`src/rtl/imm_pkg.sv`:
```
// Shared opcode constants, immediate format encoding and result record for the
// decode-stage immediate generator.
package imm_pkg;

  localparam logic [6:0] OPC_LOAD    = 7'b0000011;
  localparam logic [6:0] OPC_STORE   = 7'b0100011;
  localparam logic [6:0] OPC_BRANCH  = 7'b1100011;
  localparam logic [6:0] OPC_JAL     = 7'b1101111;
  localparam logic [6:0] OPC_JALR    = 7'b1100111;
  localparam logic [6:0] OPC_OPIMM   = 7'b0010011;
  localparam logic [6:0] OPC_OPIMM32 = 7'b0011011;
  localparam logic [6:0] OPC_LUI     = 7'b0110111;
  localparam logic [6:0] OPC_AUIPC   = 7'b0010111;
  localparam logic [6:0] OPC_OP      = 7'b0110011;
  localparam logic [6:0] OPC_OP32    = 7'b0111011;
  localparam logic [6:0] OPC_FENCE   = 7'b0001111;
  localparam logic [6:0] OPC_SYSTEM  = 7'b1110011;

  localparam int XLEN_MAX = 64;

  typedef enum logic [2:0] {
    FMT_NONE = 3'd0,
    FMT_I    = 3'd1,
    FMT_S    = 3'd2,
    FMT_B    = 3'd3,
    FMT_U    = 3'd4,
    FMT_J    = 3'd5,
    FMT_Z    = 3'd6
  } imm_fmt_e;

  // Widest form of the result record; modules re-declare it at their own XLEN
  // and hand that type to imm_decode through its res_t parameter.
  typedef struct packed {
    logic [XLEN_MAX-1:0] imm;
    imm_fmt_e            fmt;
    logic                illegal;
  } imm_res_t;

endpackage

```
`src/rtl/imm_decode.sv`:
```
// Combinational instruction-word to immediate decoder for the RV base formats.
// CSR immediates are decoded only when IMM_GEN_ZICSR_EN is defined.
module imm_decode
  import imm_pkg::*;
#(
  parameter int  XLEN    = 32,
  parameter int  SHAMT_W = 5,
  parameter type res_t   = imm_res_t
) (
  input  logic [31:0] inst_code,
  output res_t        res
);

  logic [XLEN-1:0] imm_v;
  imm_fmt_e        fmt_v;
  logic            ill_v;
  logic [2:0]      funct3;
  logic            s;

  // Replicates bit 31 of a 32-bit pattern all the way up to XLEN-1.
  function automatic logic [XLEN-1:0] sext32(input logic [31:0] v);
    logic [XLEN-1:0] r;
    r       = {XLEN{v[31]}};
    r[31:0] = v;
    return r;
  endfunction

  assign funct3 = inst_code[14:12];
  assign s      = inst_code[31];

  always_comb begin
    imm_v = '0;
    fmt_v = FMT_NONE;
    ill_v = 1'b0;
    case (inst_code[6:0])
      OPC_LOAD, OPC_JALR: begin
        imm_v = sext32({{20{s}}, inst_code[31:20]});
        fmt_v = FMT_I;
      end
      OPC_OPIMM: begin
        fmt_v = FMT_I;
        if (funct3 == 3'b001 || funct3 == 3'b101)
          imm_v[SHAMT_W-1:0] = inst_code[20 +: SHAMT_W];
        else
          imm_v = sext32({{20{s}}, inst_code[31:20]});
      end
      OPC_OPIMM32: begin
        // Word shifts only exist on RV64 and always carry a 5-bit shamt.
        if (XLEN == 64) begin
          fmt_v = FMT_I;
          if (funct3 == 3'b001 || funct3 == 3'b101)
            imm_v[4:0] = inst_code[24:20];
          else
            imm_v = sext32({{20{s}}, inst_code[31:20]});
        end else begin
          ill_v = 1'b1;
        end
      end
      OPC_STORE: begin
        imm_v = sext32({{20{s}}, inst_code[31:25], inst_code[11:7]});
        fmt_v = FMT_S;
      end
      OPC_BRANCH: begin
        imm_v = sext32({{19{s}}, s, inst_code[7], inst_code[30:25],
                        inst_code[11:8], 1'b0});
        fmt_v = FMT_B;
      end
      OPC_LUI, OPC_AUIPC: begin
        imm_v = sext32({inst_code[31:12], 12'b0});
        fmt_v = FMT_U;
      end
      OPC_JAL: begin
        imm_v = sext32({{11{s}}, s, inst_code[19:12], inst_code[20],
                        inst_code[30:21], 1'b0});
        fmt_v = FMT_J;
      end
      OPC_OP, OPC_OP32, OPC_FENCE: begin
        fmt_v = FMT_NONE;
      end
`ifdef IMM_GEN_ZICSR_EN
      OPC_SYSTEM: begin
        case (funct3)
          3'b101, 3'b110, 3'b111: begin
            imm_v[4:0] = inst_code[19:15];
            fmt_v      = FMT_Z;
          end
          3'b001, 3'b010, 3'b011: begin
            imm_v[11:0] = inst_code[31:20];
            fmt_v       = FMT_I;
          end
          3'b000: fmt_v = FMT_NONE;
          default: ill_v = 1'b1;
        endcase
      end
`endif
      default: ill_v = 1'b1;
    endcase
  end

  assign res = '{imm: imm_v, fmt: fmt_v, illegal: ill_v};

endmodule

```
`src/rtl/imm_gen_pipe.sv`:
```
// Registered immediate generator with a 2-entry skid buffer (main + skid).
// Optional CSR immediate decode is enabled by defining IMM_GEN_ZICSR_EN.
module imm_gen_pipe
  import imm_pkg::*;
#(
  parameter int XLEN    = 32,
  parameter int SHAMT_W = 5
) (
  input  logic            clk,
  input  logic            reset,
  input  logic            in_valid,
  output logic            in_ready,
  input  logic [31:0]     inst_code,
  output logic            out_valid,
  input  logic            out_ready,
  output logic [XLEN-1:0] imm_out,
  output logic [2:0]      imm_fmt,
  output logic            illegal
);

  typedef struct packed {
    logic [XLEN-1:0] imm;
    imm_fmt_e        fmt;
    logic            illegal;
  } res_t;

  res_t dec;
  res_t main_q;
  res_t skid_q;
  logic skid_valid;
  logic accept;
  logic main_load;

  imm_decode #(
    .XLEN    (XLEN),
    .SHAMT_W (SHAMT_W),
    .res_t   (res_t)
  ) u_decode (
    .inst_code (inst_code),
    .res       (dec)
  );

  // Handshake: a beat moves on a side whenever valid && ready are both high at
  // a rising clk edge; in_ready depends only on the skid flop, never on out_ready.
  assign in_ready  = !skid_valid;
  assign accept    = in_valid && in_ready;
  assign main_load = !out_valid || out_ready;

  always_ff @(posedge clk) begin
    if (reset) begin
      out_valid  <= 1'b0;
      skid_valid <= 1'b0;
      main_q     <= '0;
      skid_q     <= '0;
    end else if (main_load) begin
      // Older skid entry has priority; while it is held in_ready is low, so
      // no new beat can be accepted in the same cycle.
      if (skid_valid) begin
        main_q     <= skid_q;
        out_valid  <= 1'b1;
        skid_valid <= 1'b0;
      end else begin
        out_valid <= accept;
        if (accept) main_q <= dec;
      end
    end else if (accept) begin
      skid_q     <= dec;
      skid_valid <= 1'b1;
    end
  end

  assign imm_out = main_q.imm;
  assign imm_fmt = main_q.fmt;
  assign illegal = main_q.illegal;

endmodule

```
`config.mk`:
```
export PLATFORM = sky130hd
export DESIGN_NAME = imm_gen_pipe
export DESIGN_NICKNAME = d
export VERILOG_FILES = /design/src/rtl/imm_pkg.sv /design/src/rtl/imm_decode.sv /design/src/rtl/imm_gen_pipe.sv
export SDC_FILE = /design/constraint.sdc
export NUM_CORES = 1
export LEC_CHECK = 0
export BUFFER_PORTS_ARGS = -buffer_cell sky130_fd_sc_hd__buf_2
export CORE_MARGIN = 1
export CORE_UTILIZATION = 30
export DETAILED_ROUTE_END_ITERATION = 6
export HOLD_SLACK_MARGIN = 0.15
export MAX_ROUTING_LAYER = met4
export PLACE_DENSITY = 0.6
export REMOVE_ABC_BUFFERS = 1
export SYNTH_ARGS = -nofsm -noshare
export SYNTH_HDL_FRONTEND = slang
export SYNTH_SLANG_ARGS = --single-unit
```
`constraint.sdc`:
```
create_clock -name clk -period 4.7 [get_ports clk]
set_input_delay 1.175 -clock clk [delete_from_list [all_inputs] [get_ports clk]]
set_output_delay 1.175 -clock clk [all_outputs]
set_load 0.05 [all_outputs]
```
==> impl_metrics.toml <==
[run_status]
status = "finished, final reports clean"

[clock_network]
cts_buffers = 9
cts_hold_buf = 0
clock-root-buffer = "clkbuf_8"
cts_setup_buffers = 0
clk_pin_slew_worst_paths_ns = 0.07
clkSinkCount = 74
htreeDepth = 3
cts.path.max_buffers = 2
cts_resized = 0
cts_tree = "yes"
clk_latency_ns = 0.35

[synthesis]
yosysTopAreaCellShare = 0.439
ys_seq_elements = 74
synthCells = 420
yosysMostFrequentCell = "dfxtp_1"
synthArstFlopShare = 0
ys_top_cells_by_area = "dfxtp_1 44%, a211oi_1 8.2%, nand2_1 5.2%"
postSynthAreaPerCell_um2 = 8.04
synth-edff-count = 0
ys.flop_type = "dfxtp_1"
synth_area_leader_cell = "dfxtp_1"
ys_seq_area_frac = 0.439
yosysUniqueCellTypes = 41
synth_area_mm2 = 0.00338
synthTopCellsByCount = "74 x dfxtp_1, 47 x nand2_1, 43 x nor2_1"
synth-warning-count = 0

[critical_path]
critPathCaptureType = "register"
cp.required_ns = 4.97
reg2reg_setup_slack_ns = 2.24
cp-start-kind = "primary input"
r2r-start = "skid_valid"
worst-path-max-fanout = 14
worst-endpoint-arrival_ns = 3.23
timing.rr.end = "skid_q[20]"
rr_worst_depth = 6
critPathKind = "primary input to register"

[floorplan]
start_util = 0.310
die_y_um = 108
design.portCount = 74
core_area_mm2 = 0.0109
dieArea_mm2 = 0.0117
fp.dieW_um = 108
rows = 38

[power]
finalPower_mw = 1.39
power.density_mw_per_mm2 = 342
ir_drop_v = 0.000156
p_leak_nw = 1.55

[placed_design]
dpl.hpwl_um = 6520
io_buffers = 73
dp.cells = 606
place.gp.congestion = 0.845

[flow_run]
cap_violations = 0

[sta]
rsz0062_at_grt = "no"
max_freq_ghz = 0.338
setup_viol = 0
worst_pin_slew_ns = 1.07
slew_headroom = 0.278
fin_tns_setup_ns = 0
final_max_slew_viol_count = 0
final.period_utilization = 0.630
fin_skew_ns = 0.00877
period_needed_ns = 2.96
hold_viol_final = 0

[detailed_routing]
vias = 3404
drtIter0Drc = 149
vias_per_cell = 5.48
drt_pass1_iterations = 4
wire_per_inst_um = 15.8
finalWirelength_um = 9820
ant_nets = 0
route.detailed.drc = 0

[final_layout]
final-instance-count-excl-fill = 621
area_growth_pct = 20.8
fillCellCount = 1149
drive_above_1_share = 0.216
diodes = 0
nets = 513
utilization = 0.375

[worst_hold_path]
whs_endpoint = "imm_out[30]"
hold_path.class = "register to register"
hold-path-cell-count = 2
worstHoldStart = "imm_out[30]"

[global_route]
grt_pass1_wl_um = 15800
antenna_found_initial = 0
grt_max_degree = 39
overflow = 0
grt_usage = 0.177
grt_pass1_vias = 3057
## placed cells by master (no fill, tap or decap), types with 6 or more instances in the layout
master / instances
a211oi_1: 37
a21oi_1: 32
a221oi_1: 8
a311oi_1: 11
and3_1: 9
buf_2: 73
buf_4: 9
clkbuf_8: 9
dfxtp_1: 74
nand2_1: 47
nand3_1: 8
nor2_1: 42
nor3_1: 20
o21ai_0: 32
o21ai_1: 9
o21bai_1: 9
o22ai_1: 6
## stage by stage
stage | worst slack [ns] | hold WS (ns) | area (um^2)
2_1_floorplan | 1.37 | 0.430 | 3240
3_3_place_gp | 1.53 | 0.439 | 3850
3_5_place_dp | 1.41 | 0.443 | 3850
4_1_cts | 1.78 | 0.454 | 4080
5_1_grt | 1.56 | 0.481 | 4080
6_report | 1.74 | 0.450 | 4080
## worst max path at each step
stage                      start     endpoint  slack [ns]  depth (start not counted)
floorplan              out_ready  imm_out[12]        1.37                          5
finish              inst_code[3]   imm_out[4]        1.74                          6
global route        inst_code[3]    skid_q[6]        1.56                          6
global placement    inst_code[3]  imm_out[19]        1.53                          6
detailed placement  inst_code[3]   imm_out[4]        1.41                          6
CTS                 inst_code[3]   imm_out[4]        1.78                          6
## power by group
| part | switching [mW] | leakage (nW) | internal (mW) |
|---|---|---|---|
| clock | 0.231 | 0.116 | 0.350 |
| sequential | 0.00955 | 0.600 | 0.644 |
| combinational | 0.112 | 0.836 | 0.0484 |
| total | 0.352 | 1.55 | 1.04 |
## cells by family after synthesis
| group | Yosys count | share of synthesized area |
|---|---|---|
| DFF | 74 | 0.439 |
| and+or+nand+nor | 146 | 0.202 |
| buffers and inverters | 40 | 0.0459 |
| muxes | 3 | 0.00889 |
| AOI/OAI and AO/OA | 157 | 0.305 |
## cell type report
class | instances | area [um^2] | area share
well taps | 140 | 175 | 0.0429
multi-input cells | 306 | 1740 | 0.427
clock inverters | 5 | 104 | 0.0255
flip-flops and latches | 74 | 1480 | 0.363
repair buffers | 82 | 433 | 0.106
clock buffers | 10 | 128 | 0.0313
inverters | 4 | 15.0 | 0.00368
## sequential cells by signal (all words and copies together) (netlist names)
name	count
imm_out	32
out_valid	1
imm_fmt	3
skid_valid	1
illegal	1
skid_q	36
## worst max-delay path, cell delays in order
cell and delay [ns]:
buf_2 0.18, or3_1 0.40, or2_2 0.32, a21oi_1 0.71, a221oi_1 0.21, o21ai_0 0.23
## per-layer routing
layer | global-route usage | vias up | wire length (um)
met5 | - | - | 0
met4 | 0.0352 | 0 | 59
met3 | 0.0392 | 6 | 660
met2 | 0.274 | 124 | 4520
met1 | 0.237 | 1622 | 4580
li1 | - | 1652 | -
Power figures use the tool's default switching activity.
